## src/rtl/scan_decoder_n.sv

```systemverilog
// scan_decoder_n: registered one-hot column driver for the key matrix, with
// MANUAL decode of an external select and SCAN auto-sweep that samples key_in
// per column and publishes a full key map once per sweep.
// Latency: MANUAL out/cur_sel follow sel one cycle later. In SCAN, the first
//   map_valid is N*DWELL cycles after the first SCAN cycle.
// Backpressure: none. The block free-runs, and key_map/map_valid are a
//   one-cycle publish with no handshake.
// Ports: clk, reset_n (sync, active-low), enable, scan_mode, sel[SEL_W], key_in
//   -> out[N] one-hot select, cur_sel[SEL_W], key_map[N], map_valid.
module scan_decoder_n #(
  parameter int SEL_W = 3,
  parameter int DWELL = 4
) (
  input  logic                  clk,
  input  logic                  reset_n,
  input  logic                  enable,
  input  logic                  scan_mode,
  input  logic [SEL_W-1:0]      sel,
  input  logic                  key_in,
  output logic [2**SEL_W-1:0]   out,
  output logic [SEL_W-1:0]      cur_sel,
  output logic [2**SEL_W-1:0]   key_map,
  output logic                  map_valid
);

  localparam int N     = 2**SEL_W;
  // Keep the dwell counter at least one bit wide so DWELL = 1 still elaborates.
  localparam int CNT_W = (DWELL > 1) ? $clog2(DWELL) : 1;
  localparam logic [CNT_W-1:0] CNT_MAX = CNT_W'(DWELL - 1);
  localparam logic [SEL_W-1:0] SEL_LAST = SEL_W'(N - 1);
  localparam logic [N-1:0] ONE_HOT0 = {{(N-1){1'b0}}, 1'b1};

  typedef enum logic [1:0] {
    S_IDLE   = 2'd0,
    S_MANUAL = 2'd1,
    S_SCAN   = 2'd2
  } state_t;

  state_t           r_state;
  logic [N-1:0]     r_out;
  logic [SEL_W-1:0] r_cur_sel;
  logic [N-1:0]     r_key_map;
  logic             r_map_valid;
  logic [CNT_W-1:0] r_cnt;
  logic [N-1:0]     r_shadow;

  state_t           w_state_nxt;
  logic [N-1:0]     w_out_nxt;
  logic [SEL_W-1:0] w_cur_sel_nxt;
  logic [N-1:0]     w_key_map_nxt;
  logic             w_map_valid_nxt;
  logic [CNT_W-1:0] w_cnt_nxt;
  logic [N-1:0]     w_shadow_nxt;
  logic [SEL_W-1:0] w_sel_inc;

  assign w_sel_inc = r_cur_sel + SEL_W'(1);

  always_ff @(posedge clk) begin
    if (!reset_n) begin
      r_state     <= S_IDLE;
      r_out       <= '0;
      r_cur_sel   <= '0;
      r_key_map   <= '0;
      r_map_valid <= 1'b0;
      r_cnt       <= '0;
      r_shadow    <= '0;
    end else begin
      r_state     <= w_state_nxt;
      r_out       <= w_out_nxt;
      r_cur_sel   <= w_cur_sel_nxt;
      r_key_map   <= w_key_map_nxt;
      r_map_valid <= w_map_valid_nxt;
      r_cnt       <= w_cnt_nxt;
      r_shadow    <= w_shadow_nxt;
    end
  end

  always_comb begin
    w_state_nxt     = r_state;
    w_out_nxt       = r_out;
    w_cur_sel_nxt   = r_cur_sel;
    w_key_map_nxt   = r_key_map;
    w_map_valid_nxt = 1'b0;
    w_cnt_nxt       = r_cnt;
    w_shadow_nxt    = r_shadow;

    if (!enable) begin
      w_state_nxt   = S_IDLE;
      w_out_nxt     = '0;
      w_cur_sel_nxt = '0;
      w_cnt_nxt     = '0;
      w_shadow_nxt  = '0;
    end else if (!scan_mode) begin
      // A partial sweep is thrown away on leaving SCAN, and key_map is kept.
      w_state_nxt   = S_MANUAL;
      w_out_nxt     = ONE_HOT0 << sel;
      w_cur_sel_nxt = sel;
      w_cnt_nxt     = '0;
      w_shadow_nxt  = '0;
    end else if (r_state != S_SCAN) begin
      // Every entry into SCAN restarts the sweep at column 0.
      w_state_nxt   = S_SCAN;
      w_out_nxt     = ONE_HOT0;
      w_cur_sel_nxt = '0;
      w_cnt_nxt     = '0;
      w_shadow_nxt  = '0;
    end else begin
      w_out_nxt = ONE_HOT0 << r_cur_sel;
      if (r_cnt != CNT_MAX) begin
        w_cnt_nxt = r_cnt + CNT_W'(1);
      end else begin
        w_cnt_nxt               = '0;
        w_shadow_nxt[r_cur_sel] = key_in;
        w_cur_sel_nxt           = w_sel_inc;
        w_out_nxt               = ONE_HOT0 << w_sel_inc;
        if (r_cur_sel == SEL_LAST) begin
          // The last column is published directly from key_in on its sampling edge.
          w_key_map_nxt   = w_shadow_nxt;
          w_map_valid_nxt = 1'b1;
          w_shadow_nxt    = '0;
        end
      end
    end
  end

  assign out       = r_out;
  assign cur_sel   = r_cur_sel;
  assign key_map   = r_key_map;
  assign map_valid = r_map_valid;

endmodule

```

## config.mk

```make
export PLATFORM = sky130hd
export DESIGN_NAME = scan_decoder_n
export DESIGN_NICKNAME = d
export VERILOG_FILES = /design/src/rtl/scan_decoder_n.sv
export SDC_FILE = /design/constraint.sdc
export NUM_CORES = 1
export LEC_CHECK = 0
export BUFFER_PORTS_ARGS = -buffer_cell sky130_fd_sc_hd__clkbuf_2
export CAP_MARGIN = 0
export CORE_UTILIZATION = 50
export CTS_CLUSTER_DIAMETER = 80
export CTS_CLUSTER_SIZE = 12
export DETAILED_ROUTE_END_ITERATION = 10
export PLACE_DENSITY_LB_ADDON = 0.05
export SLEW_MARGIN = 20
export SYNTH_ARGS = -nofsm -noshare
export SYNTH_HDL_FRONTEND = slang
export SYNTH_SLANG_ARGS = --single-unit
```

## constraint.sdc

```tcl
create_clock -name clk -period 1.84 [get_ports clk]
set_clock_uncertainty 0.15 [all_clocks]
set_input_delay 0.368 -clock clk [delete_from_list [all_inputs] [get_ports clk]]
set_output_delay 0.368 -clock clk [all_outputs]
set_load 0.05 [all_outputs]
```

==> Word level (Yosys, flattened, before mapping) <==
Index checks and enable logic that the tools add are counted.
{ "classes": {"reduce_logical": 7, "bitwise_logic": 5, "shifts": 3, "order_cmp": 2, "eq_ne": 5, "n_mux": 13, "addsub": 2} }
{ "op_table": {"columns": ["cell", "n"], "rows": [
  ["$mux W8", 4],
  ["$shl A1 B3 Y8 const A", 3],
  ["$reduce_or A5 Y1", 2],
  ["$mux W3", 3],
  ["$bwmux W8", 1],
  ["$not A1 Y1", 5],
  ["$reduce_and A5 Y1", 1],
  ["$lt A3 B4 Y1 const B", 1],
  ["$mux W1", 4],
  ["$ne A2 B2 Y1 const B", 2],
  ["$reduce_or A4 Y1", 1],
  ["$add A3 B1 Y3 const B", 1],
  ["$demux W1 S3", 1],
  ["$eq A3 B3 Y1 const B", 1],
  ["$ge A3 B1 Y1 const B", 1],
  ["$ne A3 B3 Y1 const B", 1],
  ["$reduce_and A3 Y1", 1],
  ["$add A2 B1 Y2 const B", 1],
  ["$ne A2 B1 Y1 const B", 1],
  ["$reduce_and A2 Y1", 1],
  ["$logic_and A1 B1 Y1", 1]
]} }
{ "word_totals": {"wordCells": 45, "input_bits": 8, "output_inout_bits": 20, "ff_bits": 32} }

==> Longest topological paths before layout <==
{ "depth": {"depth_word": 6, "mapped_depth": 8, "depth_no_buf": 5} }

==> Least setup slack after synthesis <==
OpenSTA, ideal clock, no wires.
{ "synth_timing": {"kind": "reg2reg", "from": "register r_cur_sel[0], in the netlist cur_sel[0]", "to": "register r_key_map[0], in the netlist key_map[0]", "arrival_ps": 1791, "path_stages_with_launch": 9, "slack_ps": -233, "period_less_slack_ps": 2073, "t_required_ps": 1558, "cell_sequence": "dfxtp_1 ha_1 ha_1 buf_6 and3_4 buf_6 and2_4 buf_6 a211oi_2"} }
{ "synth_between": {"elab_chain_len": 5, "word_cells_on_any_way": 8} }
{ "synth_rtl": {"columns": ["element", "line_no", "source"], "rows": [
  ["start: declaration", "41", "logic [SEL_W-1:0] r_cur_sel;"],
  ["start signal: assignment", "70", "r_cur_sel <= w_cur_sel_nxt;"],
  ["$lt A3 B4 Y1 (implied by the code) or $ge A3 B1 Y1 (tied branches)", "113", "w_shadow_nxt[r_cur_sel] = key_in;"],
  ["$logic_and A1 B1 Y1 (implied by the code)", "113", null],
  ["$mux W1 (implied by the code)", "113", null],
  ["$demux W1 S3", "113", null],
  ["$bwmux W8", "113", null],
  ["end signal: assignment", "71", "r_key_map <= w_key_map_nxt;"],
  ["end: declaration", "42", "logic [N-1:0] r_key_map;"]
]} }
Parallel ways exist; a longest one is shown, timed or not.
A chain may end at the register's enable or synchronous reset.

==> Worst setup path after layout <==
{ "layout_timing": {"from": "register r_cur_sel[0], in the netlist cur_sel[0]", "to": "output cur_sel[0]"} }
{ "layout_rtl": {"columns": ["element", "line_no", "source"], "rows": [
  ["end: declaration", "21", "output logic [SEL_W-1:0] cur_sel,"]
]} }
No word-level cell between the ends.

==> out/results.ini <==
[detailed_routing]
num_vias=1391
ant_nets=0
dr.first_iter.drc_count=72
vias_per_cell=5.632
drc=0
wl_per_cell_um=14.53
routed_wl_um=3589
first_pass_iters=4

[global_routing]
grtUsageMet2_pct=32.86
grt_pass1_wl_um=5692
gr-usage-met3_pct=6.710
antenna_found_initial=0
top_usage_layer=met2
grtUsageTotal_pct=22.09
globalRouteMet1Util_pct=29.77
grt_pass1_vias=1207
grt.overflow.total=0
grt_max_degree=15

[clock_tree]
clk_pin_slew_ns=0.09
cts_setup_buffers=0
cts.sink_count=32
cts_tree=yes
ctsResizeCount=0
clock_path_buffers=2
clock_latency_ns=0.34
clockRootBuffer=clkbuf_4
h-tree-depth=2
cts_buffers=5
hold_buffers=0

[placed_design]
routabilityCongestion=0.8088
io_buffers=27
dp_hpwl_um=2599
post-place-ws_ns=0.1549

[floorplan]
core_region_area_mm2=0.003103
fp.dieArea_mm2=0.003578
rows=20
die_w_um=59.82
initial_core_util_pct=53.87
io-pin-count=28
die_y_um=59.82

[worst_setup_path]
cp.required_ns=1.32
crit_path_start_kind=flop
cp_max_fo=14
cp.arrival_ns=1.18
critPathKind=flop to output port
crit_path_end_kind=output port

[pwr]
internal_power_uw=946.4
clkPwrFrac_pct=35.7
powerDensity_mw_per_mm2=672.0
p_leak_nw=0.7256
vdd_drop_max_mv=0.4651
power.switching_uw=308.0
sw_frac_of_total_pct=24.55
p_seq_share_pct=55.9
power_frac_comb_pct=8.4

[timing]
worst_pin_slew_ns=0.3888
slew_headroom_pct=74.05
finalMaxSlewViolations=0
timing.fmax_mhz=589.4
period_share_pct=92.21
setup_viol=0
hold_viol_final=0
finalWorstSetupSlack_ns=0.1433
final.setup.tns_ns=0
period_minus_slack_ns=1.697
rsz0062_at_grt=false

[synthesis]
synth.net_count=188
ys_warn_count=0
synth_cells=176
netlist_area_mm2=0.001672
yosysSeqAreaShare_pct=38.32
synth_edf_count=0
synth.avg_cell_area_um2=9.498
async_flop_share_pct=0
ys.flop_type=dfxtp_1
ys_ff_latch=32
synth_cell_type_count=38

[status]
outcome=completed

[job]
max_cap_viol_count=0

[cells_and_area]
drive_above_1_share_pct=30.54
diodes=0
final_cell_mix=dfxtp_1, clkbuf_2, a21oi_1
layout_commonest_cell=dfxtp_1
areaGrowthSynthToFinish_pct=11.68
nets=215

[min_path]
hp-class=input port to flop

==> Yosys cell counts (2+ instances only) <==
cell type,number,share of area [%]
a211oi_2,8,6.0
a21oi_1,19,5.7
and2b_1,2,0.90
and3b_1,5,2.6
buf_2,4,1.2
buf_6,9,6.1
dfxtp_1,32,38
ha_1,4,3.0
inv_1,2,0.45
mux2i_1,10,6.0
nand2_1,15,3.4
nand2b_1,2,0.75
nand3_1,10,3.0
nand4_1,7,2.6
nor2_1,5,1.1
nor2b_1,2,0.75
nor3_1,3,0.90
nor3b_2,3,2.2
o21a_1,7,3.1
o21ai_0,3,0.90
o22ai_1,7,2.6
==> worst paths after layout <==
kind	slack, ns	startpoint	cells after the start	to
hold reg to reg	0.32	r_cnt[0]$_SDFF_PP0_	1	r_cnt[0]$_SDFF_PP0_
setup / recovery	0.14	cur_sel[0]$_SDFFE_PP0P_	2	cur_sel[0]
hold / removal	0.16	scan_mode	2	r_state[0]$_SDFFE_PP0P_
setup reg to reg	0.15	cur_sel[0]$_SDFFE_PP0P_	5	out[0]$_SDFF_PP0_
==> cell families after synthesis <==
group	share of synthesized area [%]
and+or+nand+nor	22.08
AOI/OAI and AO/OA	19.84
DFF	38.32
buffers and inverters	8.159
muxes	7.560
adders and majority gates	2.994
xor gates and xnor gates	1.048
==> final cells by class <==
class                   count  area, um2
fillers                   305       1236
multi-input cells         127      894.6
flip-flops and latches     32      649.4
repair buffers             35      195.2
clock buffers               7      65.06
well taps                  44      55.05
inverters                   2      7.507
==> power by group through the flow <==
| stage | combinational (mW) | sequential (mW) | clock (mW) |
|---|---|---|---|
| after floorplan | 0.0607 | 0.733 | 0 |
| after global placement | 0.103 | 0.717 | 0 |
| after detailed placement | 0.104 | 0.718 | 0 |
| after CTS | 0.105 | 0.701 | 0.459 |
| after global routing | 0.114 | 0.702 | 0.489 |
| final | 0.106 | 0.701 | 0.448 |
==> state kept, by name, summed over array words and instances, names as in the netlist <==
register,cells
r_cnt,2
r_state,2
key_map,8
r_shadow,8
map_valid,1
out,8
cur_sel,3
==> critical path, cell delays in order (launching register included) <==
cell,delay [ns]
dfxtp_4,0.35
buf_4,0.20
clkbuf_2,0.30
==> per-layer routing <==
| metal | vias to the layer above | wire length (um) |
|---|---|---|
| met4 | 0 | 58 |
| met2 | 33 | 1539 |
| met1 | 659 | 1844 |
| met3 | 7 | 146 |
| li1 | 692 | - |
| met5 | - | 0 |
==> through the flow <==
step | power [mW] | instance area (um2) | cells | hold slack (ns) | utilization (%)
floorplan | 0.7935 | 1680 | 176 | 0.2802 | -
global placement | 0.8199 | 1802 | 240 | 0.2978 | 58.06
detailed placement | 0.8220 | 1802 | 240 | 0.3071 | 58.06
CTS | 1.265 | 1867 | 247 | 0.1493 | 60.16
global route | 1.306 | 1867 | 247 | 0.1639 | 60.16
finish | 1.254 | 1867 | 247 | 0.1600 | 60.16
(Power assumes the default switching activity.)
